### src/rtl/ws2812_rx.sv
// ws2812_rx: WS2812 serial receiver capturing one pixel word; WS2812_FWD_EN adds daisy-chain forwarding on dout
module ws2812_rx #(
  parameter int CLK_FRE      = 27_000_000,
  parameter int WS2812_WIDTH = 24,
  parameter int PIXEL_INDEX  = 0,
  parameter int BIT_THRESH   = CLK_FRE / 1000 * 625 / 1_000_000,
  parameter int MIN_HIGH     = CLK_FRE / 1000 * 100 / 1_000_000,
  parameter int MAX_HIGH     = CLK_FRE / 1000 * 1500 / 1_000_000,
  parameter int RESET_CNT    = CLK_FRE / 1000 * 50 / 1000
) (
  input  logic                    clk,
  input  logic                    reset,
  input  logic                    din,
  output logic [WS2812_WIDTH-1:0] pixel_data,
  output logic                    pixel_valid,
  output logic                    frame_done,
  output logic [8:0]              pixel_count,
  output logic                    frame_err,
  output logic                    dout
);
  localparam int LW = $clog2(RESET_CNT + 1);
  localparam int BW = $clog2(WS2812_WIDTH);
  localparam logic [LW-1:0] LMAX = LW'(RESET_CNT);
  localparam logic [7:0] TH = 8'(BIT_THRESH);
  localparam logic [7:0] MN = 8'(MIN_HIGH);
  localparam logic [7:0] MX = 8'(MAX_HIGH);
  localparam logic [BW-1:0] LAST = BW'(WS2812_WIDTH - 1);
  localparam logic [8:0] OWN = 9'(PIXEL_INDEX);

  typedef enum logic [1:0] {RESYNC, IDLE, HIGH, LOW} state_t;

  state_t state_q, state_d;
  logic s1_q, s2_q, d_q;
  logic [7:0] hcnt_q, hcnt_d;
  logic [LW-1:0] lcnt_q, lcnt_d, lcnt_inc;
  logic [BW-1:0] bit_cnt_q, bit_cnt_d;
  logic [8:0] pix_cnt_q, pix_cnt_d;
  logic [WS2812_WIDTH-1:0] shift_q, shift_d, shift_bit;
  logic pv_q, pv_d, fd_q, fd_d, fe_q, fe_d;
  logic rise, fall, bit_val, last_bit;
  logic [WS2812_WIDTH-1:0] pixel_data_q;
  logic pixel_valid_q, frame_done_q, frame_err_q;
  logic [8:0] pixel_count_q;

  // two-flop synchroniser plus delayed copy for edge detection
  always_ff @(posedge clk) begin
    s1_q <= reset ? 1'b0 : din;
    s2_q <= reset ? 1'b0 : s1_q;
    d_q  <= reset ? 1'b0 : s2_q;
  end

  // edge classification, saturating low count and the word with the current bit inserted
  always_comb begin
    rise = s2_q & ~d_q;
    fall = ~s2_q & d_q;
    bit_val = hcnt_q > TH;
    last_bit = bit_cnt_q == LAST;
    lcnt_inc = (lcnt_q == LMAX) ? lcnt_q : lcnt_q + LW'(1);
    shift_bit = shift_q;
    shift_bit[bit_cnt_q] = bit_val;
  end

  // decoder next-state: pulse-width classification, pixel assembly and frame boundaries
  always_comb begin
    state_d = state_q;
    hcnt_d = hcnt_q;
    lcnt_d = lcnt_q;
    bit_cnt_d = bit_cnt_q;
    pix_cnt_d = pix_cnt_q;
    shift_d = shift_q;
    pv_d = 1'b0;
    fd_d = 1'b0;
    fe_d = 1'b0;
    case (state_q)
      RESYNC: begin
        lcnt_d = s2_q ? '0 : lcnt_inc;
        state_d = (!s2_q && lcnt_inc == LMAX) ? IDLE : RESYNC;
      end
      IDLE: if (rise) begin
        bit_cnt_d = '0;
        pix_cnt_d = '0;
        shift_d = '0;
        hcnt_d = 8'd1;
        state_d = HIGH;
      end
      HIGH: begin
        if (s2_q) begin
          if (hcnt_q == 8'hff) begin
            fe_d = 1'b1;
            lcnt_d = '0;
            state_d = RESYNC;
          end else hcnt_d = hcnt_q + 8'd1;
        end else if (fall) begin
          if (hcnt_q < MN) begin
            lcnt_d = '0;
            state_d = LOW;
          end else if (hcnt_q > MX) begin
            fe_d = 1'b1;
            lcnt_d = '0;
            state_d = RESYNC;
          end else begin
            shift_d = shift_bit;
            bit_cnt_d = last_bit ? '0 : bit_cnt_q + BW'(1);
            lcnt_d = LW'(1);
            state_d = LOW;
            if (last_bit) begin
              pv_d = pix_cnt_q == OWN;
              pix_cnt_d = (&pix_cnt_q) ? pix_cnt_q : pix_cnt_q + 9'd1;
            end
          end
        end
      end
      LOW: begin
        if (rise) begin
          hcnt_d = 8'd1;
          state_d = HIGH;
        end else begin
          lcnt_d = lcnt_inc;
          if (lcnt_inc == LMAX) begin
            fd_d = 1'b1;
            fe_d = bit_cnt_q != '0;
            state_d = IDLE;
          end
        end
      end
      default: state_d = RESYNC;
    endcase
  end

  // decoder state and event strobes
  always_ff @(posedge clk) begin
    if (reset) begin
      state_q <= RESYNC;
      hcnt_q <= '0;
      lcnt_q <= '0;
      bit_cnt_q <= '0;
      pix_cnt_q <= '0;
      shift_q <= '0;
      pv_q <= 1'b0;
      fd_q <= 1'b0;
      fe_q <= 1'b0;
    end else begin
      state_q <= state_d;
      hcnt_q <= hcnt_d;
      lcnt_q <= lcnt_d;
      bit_cnt_q <= bit_cnt_d;
      pix_cnt_q <= pix_cnt_d;
      shift_q <= shift_d;
      pv_q <= pv_d;
      fd_q <= fd_d;
      fe_q <= fe_d;
    end
  end

  // output register; shift and pix_cnt are still stable the cycle after their strobe
  always_ff @(posedge clk) begin
    if (reset) begin
      pixel_data_q <= '0;
      pixel_valid_q <= 1'b0;
      frame_done_q <= 1'b0;
      pixel_count_q <= '0;
      frame_err_q <= 1'b0;
    end else begin
      pixel_data_q <= pv_q ? shift_q : pixel_data_q;
      pixel_valid_q <= pv_q;
      frame_done_q <= fd_q;
      pixel_count_q <= fd_q ? pix_cnt_q : pixel_count_q;
      frame_err_q <= fe_q;
    end
  end

  assign pixel_data = pixel_data_q;
  assign pixel_valid = pixel_valid_q;
  assign frame_done = frame_done_q;
  assign pixel_count = pixel_count_q;
  assign frame_err = frame_err_q;

`ifdef WS2812_FWD_EN
  logic gate_q;

  // forward gate opens once our pixel is complete and closes at frame end or on any error
  always_ff @(posedge clk) gate_q <= reset ? 1'b0 : pv_d ? 1'b1 : (fd_d | fe_d) ? 1'b0 : gate_q;

  assign dout = gate_q & s2_q;
`else
  assign dout = 1'b0;
`endif
endmodule

### config.mk
export PLATFORM = sky130hd
export DESIGN_NAME = ws2812_rx
export DESIGN_NICKNAME = d
export VERILOG_FILES = /design/src/rtl/ws2812_rx.sv
export SDC_FILE = /design/constraint.sdc
export NUM_CORES = 1
export LEC_CHECK = 0
export ABC_AREA = 1
export BUFFER_PORTS_ARGS = -buffer_cell sky130_fd_sc_hd__buf_2
export CORE_MARGIN = 1.5
export CORE_UTILIZATION = 54
export CTS_CLUSTER_DIAMETER = 50
export DETAILED_ROUTE_END_ITERATION = 10
export PLACE_DENSITY = 0.73
export REMOVE_ABC_BUFFERS = 1
export SYNTH_ARGS = -nofsm -noshare
export SYNTH_HDL_FRONTEND = slang
export SYNTH_SLANG_ARGS = --single-unit
### constraint.sdc
create_clock -name clk -period 1.7 [get_ports clk]
set_input_delay 0.34 -clock clk [delete_from_list [all_inputs] [get_ports clk]]
set_output_delay 0.34 -clock clk [all_outputs]
set_load 0.05 [all_outputs]
# Word level (Yosys, flattened, before mapping)
# Index checks and enable logic that the tools add are counted.
[totals]
reg_bits = 101
latch_bits = 0
ram_bits = 0
mem_bits_ro = 0
out_inout_bits = 37
word_cells = 129
mem_count = 0
[classes]
addsub = 4
mul = 0
n_div = 0
magnitude_cmp = 5
eq_ne = 21
shift = 0
n_mux = 56
n_bitwise = 8
n_reduce_logical = 18
[ops]
columns = ["cell", "count"]
rows = [
  ["$mux W24", 5],
  ["$mux W11", 6],
  ["$mux W9", 7],
  ["$pmux W24 S2", 1],
  ["$pmux W11 S3", 1],
  ["$mux W5", 6],
  ["$bwmux W24", 1],
  ["$mux W8", 3],
  ["$eq A11 B11 Y1 const B", 2],
  ["$ne A2 B2 Y1 const B", 10],
  ["$pmux W9 S2", 1],
  ["$mux W2", 8],
  ["$pmux W8 S2", 1],
  ["$mux W1", 12],
  ["$reduce_and A4 Y1", 3],
  ["$add A11 B1 Y11 const B", 1],
  ["$pmux W5 S2", 1],
  ["$add A9 B1 Y9 const B", 1],
  ["$logic_not A9 Y1", 1],
  ["$ne A3 B3 Y1 const B", 3],
  ["$reduce_and A9 Y1", 1],
  ["$add A8 B1 Y8 const B", 1],
  ["$eq A8 B8 Y1 const B", 1],
  ["$gt A8 B5 Y1 const B", 1],
  ["25 further kinds", 34],
]

# Depth between registers and ports, before layout
# Gate-level depths: netlist of run 1.
[depth]
ltp_word = 10
depth_mapped = 14
mapped_depth_nobuf = 14

# Least setup slack after synthesis of run 1
# Ideal clock, no wire load.
[synth_path]
path_kind = "register -> register"
from = "register pix_cnt_q[0]"
to = "register pix_cnt_q[1]"
setup_ns = 0.128
arrival_ns = 1.661
setup_slack_ns = -0.089
path_stages_with_launch = 12
n_path_buf = 0
path_cell_list = "dfxtp_1 > ha_1 > nand2_1 > nor3_1 > inv_1 > nor3_1 > ha_1 > nand2_1 > nand2_2 > nand2_1 > o21ai_1 > nor2_1"
[synth_via]
elab_chain_cells = 8
elab_cells_between_ends = 11
[synth_rtl]
columns = ["item", "line_no", "source"]
rows = [
  ["from (decl)", "37", "logic [8:0] pix_cnt_q, pix_cnt_d;"],
  ["from (signal assigned)", "147", "pix_cnt_q <= pix_cnt_d;"],
  ["$add A9 B1 Y9", "108", "pix_cnt_d = (&pix_cnt_q) ? pix_cnt_q : pix_cnt_q + 9'd1;"],
  ["$mux W9", "108", ""],
  ["$mux W9", "106", "if (last_bit) begin"],
  ["$mux W9", "97", "end else if (hcnt_q > MX) begin"],
  ["$mux W9", "94", "if (hcnt_q < MN) begin"],
  ["$mux W9", "93", "end else if (fall) begin"],
  ["$mux W9", "87", "if (s2_q) begin"],
  ["$pmux W9 S2", "74", "case (state_q)"],
]
# Several ways; a longest one is shown, not always the timed one. The select of a mux whose other input is x is not followed.
# A chain may end at the register's enable or synchronous reset.

# Final worst setup path of run 1
[layout_path]
from = "register hcnt_q[1]"
to = "register bit_cnt_q[4]"
[layout_via]
elab_chain_cells = 3
elab_cells_between_ends = 5
[layout_rtl]
columns = ["item", "line_no", "source"]
rows = [
  ["from (decl)", "34", "logic [7:0] hcnt_q, hcnt_d;"],
  ["from (signal assigned)", "144", "hcnt_q <= hcnt_d;"],
  ["$gt A8 B6 Y1 or $lt A8 B2 Y1 (tied branches)", "97, 94", ""],
  ["$ne A2 B2 Y1 (no line)", "--", ""],
  ["$reduce_and A6 Y1 (no line) (*)", "--", ""],
  ["to (signal assigned)", "146", "bit_cnt_q <= bit_cnt_d;"],
  ["to (decl)", "36", "logic [BW-1:0] bit_cnt_q, bit_cnt_d;"],
]
# Mark *: on every way between the ends. The rest lies on a longest branch, timed or not.

==> reports/metrics.cfg, run 1 <==
[drt]
drt_iter0_markers = 264
drtPass1Iterations = 4
wl_per_cell_um = 14.90
num_vias = 5043
totalWireLength_um = 13510
ant_nets = 0
via_per_inst = 5.560
drc = 0

[worst_setup_path]
reg2reg_to = bit_cnt_q[4]
ff2ff_setup_slack_ns = -0.06
r2r-start = hcnt_q[1]
slowest_stage = dfxtp_4
path_class = reg -> reg
path_cells = nor2_4 -> nand2_1 -> nand2_1 -> nand3_2 -> o21ai_4 -> nand2_4 -> buf_12 -> nor2_4 -> inv_2 -> nor2_2 -> nor2_1 -> nor2_1
critPathArrivalTime_ns = 2.08
worst_ep_required_time_ns = 2.02
cp-start-kind = flop
crit_fanout = 7
reg2reg_depth = 12
critPathCaptureType = flop
max_stage_delay_ns = 0.38

[synthesis]
ys_seq_area_share_pct = 42.56
synth_flop_cell = dfxtp_1
synth_async_sr_flop_share_pct = 0
synth_top_area_cell = dfxtp_1
synthTopCellsByCount = 116 x nand2_1, 116 x nor2_1, 101 x dfxtp_1, 64 x inv_1, 51 x a21oi_1
syn_area_um2 = 4751
synth_warnings = 0
ys_ff_latch = 101
synth_top_area_share_pct = 42.56
synthCells = 675
syn_avg_cell_area_um2 = 7.038
synth.distinct_cells = 36
synth_edf_count = 0
synth.area.top_cells = dfxtp_1 43%, nand2_1 9.2%, nor2_1 9.2%, a21oi_1 5.4%, inv_1 5.1%

[layout]
diodes = 0
drive_gt1_share_pct = 34.79
fillers = 662
syn2layout_area_growth_pct = 34.92
final_area_um2 = 6410
regArea_um2 = 2057
multi_input_area_um2 = 2796
final_util_pct = 74.22
finalNetCount = 809

[cts]
cts_max_level = 3
clk_path_buf_depth = 2
tritoncts = yes
cts_hold_buf = 0
clkTransAtPathRegs_ns = 0.10
numCtsBuffers = 9
cts_sinks = 101
clk_latency_ns = 0.38
root_buffer = clkbuf_8

[grt]
grt_max_degree = 35
first_global_vias = 4708
grt_usage_pct = 27.21
grt_pass1_wl_um = 21340
overflow = 0
antenna_found_initial = 0

[sta]
worst_slack_ns = -0.06435
max_clock_freq_mhz = 566.8
setup_viol = 20
tightest_slew_ns = 0.6376
whs_ns = 0.1714
fin_crit_ns = 1.764
maxSlewViolCount = 0
rsz0062_at_grt = true
slew_headroom_pct = 57.43
finalHoldViolations = 0
finalCritPeriodShare_pct = 103.8
finalSetupTns_ns = -0.6607
skew_ns = 0.01003

[power_and_ir_drop]
p_int_uw = 2989
swShare_pct = 25.49
sequentialPowerShare_pct = 59.4
p_leak_uw = 0.002785
vdd_ir_drop_max_mv = 0.3558
powerDensity_nw_per_um2 = 625.8
p_comb_share_pct = 4.4
clkPwrFrac_pct = 36.2
p_switching_uw = 1022

[floorplanning]
die_w_um = 96.80
io_pins = 40
die_y_um = 96.80
core_um2 = 8636
rows = 34
die_area_um2 = 9369
start_util_pct = 55.01

[status]
violations = setup timing
outcome = finished with violations

[placement]
port_buffers = 38
dp_hpwl_um = 8616
dpl-instance-area_um2 = 5529
dp_slack_ns = -0.2557
place.gp.congestion = 0.9038

[hold_path]
holdPathStages = 3
min_to = s1_q
hold_path_startpoint = din
hold_class = in -> reg

[run]
drv_cap = 0

-- final cells by class --
| type | count | area share [%] |
|---|---|---|
| multi-input cells | 480 | 43.63 |
| flip-flops and latches | 101 | 32.09 |
| repair buffers | 133 | 15.21 |
| inverters | 70 | 4.177 |
| well taps | 108 | 2.108 |
| clock buffers | 9 | 1.932 |
| clock inverters | 6 | 0.8589 |
-- cells in the final DEF, fill, tap and decap left out, types with 22 or more instances in the layout --
master    n
nor2_1   98
nand2_1  93
buf_4    83
dfxtp_1  81
inv_1    58
a21oi_1  45
buf_2    38
o21ai_0  37
nand3_1  29
nor3_1   22
-- sequential cells by signal, summed over array words and instances, names as in the netlist, 2 cells and up --
register / cells
pixel_count: 9
shift_q: 24
pixel_data: 24
pix_cnt_q: 9
lcnt_q: 11
state_q: 2
hcnt_q: 8
bit_cnt_q: 5
-- worst max-delay path by stage --
stage	start	to	cells past startpoint
final	hcnt_q[1]	bit_cnt_q[4]	12
after global routing	hcnt_q[1]	bit_cnt_q[4]	12
after CTS	pix_cnt_q[1]	pix_cnt_q[2]	10
after detailed placement	pix_cnt_q[0]	pix_cnt_q[1]	11
after global placement	pix_cnt_q[0]	pix_cnt_q[1]	11
after floorplan	state_q[1]	pix_cnt_q[2]	9
-- repair_timing --
action	in CTS	in global routing
setup buffers	15	8
cloned	0	1
gates resized for setup	52	99
setup endpoints to repair	36	56
pin swaps	21	45
-- worst max-delay path, delay by kind of cell (launching register included) --
kind | cells | cell delay [ns]
and+or+nand+nor | 9 | 0.90
DFF | 1 | 0.38
buffers and inverters | 2 | 0.24
AOI/OAI and AO/OA | 1 | 0.19
-- per-layer routing --
| metal | track usage, % | share of wire [%] | vias up |
|---|---|---|---|
| met1 | 35.88 | 43 | 2403 |
| met5 | 0 | 0 | - |
| met4 | 10.70 | 2.5 | 0 |
| li1 | - | - | 2444 |
| met3 | 3.251 | 4.6 | 36 |
| met2 | 45.56 | 50 | 160 |
-- power by group through the flow --
stage	Clock (µW)	Combinational (µW)	Sequential [µW]
2_1_floorplan	0	68.0	2440
3_3_place_gp	0	145	2430
3_5_place_dp	0	146	2430
4_1_cts	1460	158	2380
5_1_grt	1550	191	2380
6_report	1450	176	2380
-- stage by stage --
step | total power (µW) | std cells
finish | 4011 | 907
global route | 4128 | 907
CTS | 4000 | 899
detailed placement | 2581 | 869
global placement | 2579 | 869
floorplan | 2503 | 650
-- kinds of logic after synthesis --
family | count (synthesis) | share of synthesized area [%]
flops | 101 | 42.56
compound gates | 121 | 13.59
other cells | 1 | 0.07893
xor+xnor | 10 | 1.844
buf+inv | 95 | 8.059
simple gates | 336 | 30.97
fa+ha+maj | 11 | 2.897
(Power assumes the default switching activity.)
==> inputs of run 2 (changes only) <==
--- a/config.mk
+++ b/config.mk
@@ -6,7 +6,7 @@
 export NUM_CORES = 1
 export LEC_CHECK = 0
 export ABC_AREA = 1
-export BUFFER_PORTS_ARGS = -buffer_cell sky130_fd_sc_hd__buf_2
+export BUFFER_PORTS_ARGS = -buffer_cell sky130_fd_sc_hd__buf_4
 export CORE_MARGIN = 1.5
 export CORE_UTILIZATION = 54
 export CTS_CLUSTER_DIAMETER = 50
==> run 2 against run 1 <==
- the flow still finishes with violations (setup timing)
- largest power group unchanged
- critical endpoint is now pix_cnt_q[5]
- critical path depth decreased by 3
- combinational power increased by 11%
- total power is 1.6% higher
- clock-buffer cell count unchanged
- highest routed layer unchanged
- maximum frequency down 2.6%
==> reports/metrics.cfg, run 2 (synthesized netlist as in run 1, its figures left out) <==
[status]
outcome = finished with violations
violations = setup timing

[cts]
clk_latency_ns = 0.38
clk_path_buf_depth = 2
root_buffer = clkbuf_8
clkTransAtPathRegs_ns = 0.10
cts_sinks = 101
cts_max_level = 3
tritoncts = yes
cts_hold_buf = 0
numCtsBuffers = 9

[worst_setup_path]
ff2ff_setup_slack_ns = -0.11
reg2reg_to = pix_cnt_q[5]
reg2reg_depth = 9
r2r-start = state_q[0]
crit_start = state_q[0]
cp-start-kind = flop
critPathArrivalTime_ns = 2.12
crit_fanout = 8
path_class = reg -> reg
worst_ep_required_time_ns = 2.01
critPathCaptureType = flop
crit_end = pix_cnt_q[5]

[sta]
setup_viol = 14
maxSlewViolCount = 0
finalCritPeriodShare_pct = 106.6
finalHoldViolations = 0
skew_ns = 0.01378
rsz0062_at_grt = true
tightest_slew_ns = 0.5157
fin_crit_ns = 1.812
finalSetupTns_ns = -0.6147
max_clock_freq_mhz = 551.9
worst_slack_ns = -0.1119
slew_headroom_pct = 65.57

[power_and_ir_drop]
sequentialPowerShare_pct = 58.5
p_leak_uw = 0.002741
swShare_pct = 25.99
p_comb_share_pct = 4.8
clkPwrFrac_pct = 36.7
p_switching_uw = 1059
power.total_uw = 4074
powerDensity_nw_per_um2 = 623.2
p_int_uw = 3015
vdd_ir_drop_max_mv = 0.4142

[grt]
grt_usage_pct = 26.27
grt_pass1_wl_um = 20560
first_global_vias = 4595
grt_max_degree = 35
antenna_found_initial = 0
overflow = 0

[drt]
via_per_inst = 5.469
routed-wl-met2_um = 6500
totalWireLength_um = 13340
drt_iter0_markers = 266
dr_wl_met3_um = 711
wl_per_cell_um = 14.58
drtPass1Iterations = 5
m1WireLength_um = 5841
maxUsedRoutingLayer = met4
num_vias = 5004
ant_nets = 0
drc = 0

[placement]
dp_hpwl_um = 8425
port_buffers = 38
place.gp.congestion = 0.9318

[floorplanning]
core_um2 = 8636
die_area_um2 = 9369
start_util_pct = 55.01
die_w_um = 96.80
die_y_um = 96.80
io_pins = 40
rows = 34

[layout]
drive_gt1_share_pct = 34.45
final_common_cell = buf_4
finalNetCount = 816
final_cell_mix = 129 x buf_4, 99 x nor2_1, 94 x nand2_1
syn2layout_area_growth_pct = 37.61
diodes = 0

[hold_path]
hold_class = in -> reg

[run]
drv_cap = 0

[run 2: cell count changes in the layout (fill, tap and decap cells not counted), sizes merged]
cell and change:
inv -2, clkinv +1, buf +7, clkinvlp +2
[run 2: worst min-delay path by stage]
stage / start / to / depth (start not counted)
2_1_floorplan: fe_q / frame_err / 2
3_3_place_gp: fe_q / frame_err / 2
3_5_place_dp: s1_q / s2_q / 2
4_1_cts: din / s1_q / 3
5_1_grt: din / s1_q / 3
6_report: din / s1_q / 3
[run 2: critical path: stages (launching register included)]
cell,delay (ns)
dfxtp_2,0.38
nor2_1,0.08
inv_2,0.17
nor2_4,0.07
nor3_4,0.22
nand2_4,0.16
nor2_4,0.22
buf_6,0.17
nand4_1,0.12
a21oi_2,0.16
[run 2: per-stage QoR]
| step | hold WS (ns) | util, % | std cells | setup slack, ns | area (µm²) |
|---|---|---|---|---|---|
| 3_3_place_gp | 0.4137 | 65.79 | 875 | -0.1233 | 5682 |
| 6_report | 0.1614 | 75.70 | 915 | -0.1119 | 6538 |
| 3_5_place_dp | 0.4192 | 65.79 | 875 | -0.1572 | 5682 |
| 2_1_floorplan | 0.3883 | - | 650 | -0.4170 | 4631 |
| 5_1_grt | 0.1889 | 75.70 | 915 | -0.2000 | 6538 |
| 4_1_cts | 0.1652 | 70.59 | 901 | -0.03813 | 6096 |
[run 2: area by class of cell]
cell class	instances	area, µm²
clock buffer	9	123.9
clock inverter	7	66.31
fill	639	2098
inverter	70	269.0
multi-input combinational	480	2766
sequential	101	2051
tap	108	135.1
timing repair buffer	140	1126
[run 2: what timing repair did]
action / in CTS / in global routing
cloned: 0 / 1
buffers inserted: 10 / 14
pin swaps: 10 / 41
endpoints found under the setup margin: 39 / 56
resized for setup: 43 / 96
[run 2: metal layers]
layer | up-vias | GRT usage (%)
met2 | 182 | 45.02
met3 | 26 | 3.685
met5 | - | 0
met1 | 2335 | 33.79
li1 | 2461 | -
met4 | 0 | 9.365
[run 2: power groups by stage]
stage                     clock [µW]  combinational, µW  sequential (µW)
final                           1500                195             2380
after global routing            1610                211             2380
after CTS                       1510                155             2380
after detailed placement           0                148             2440
after global placement             0                148             2430
after floorplan                    0               68.0             2440
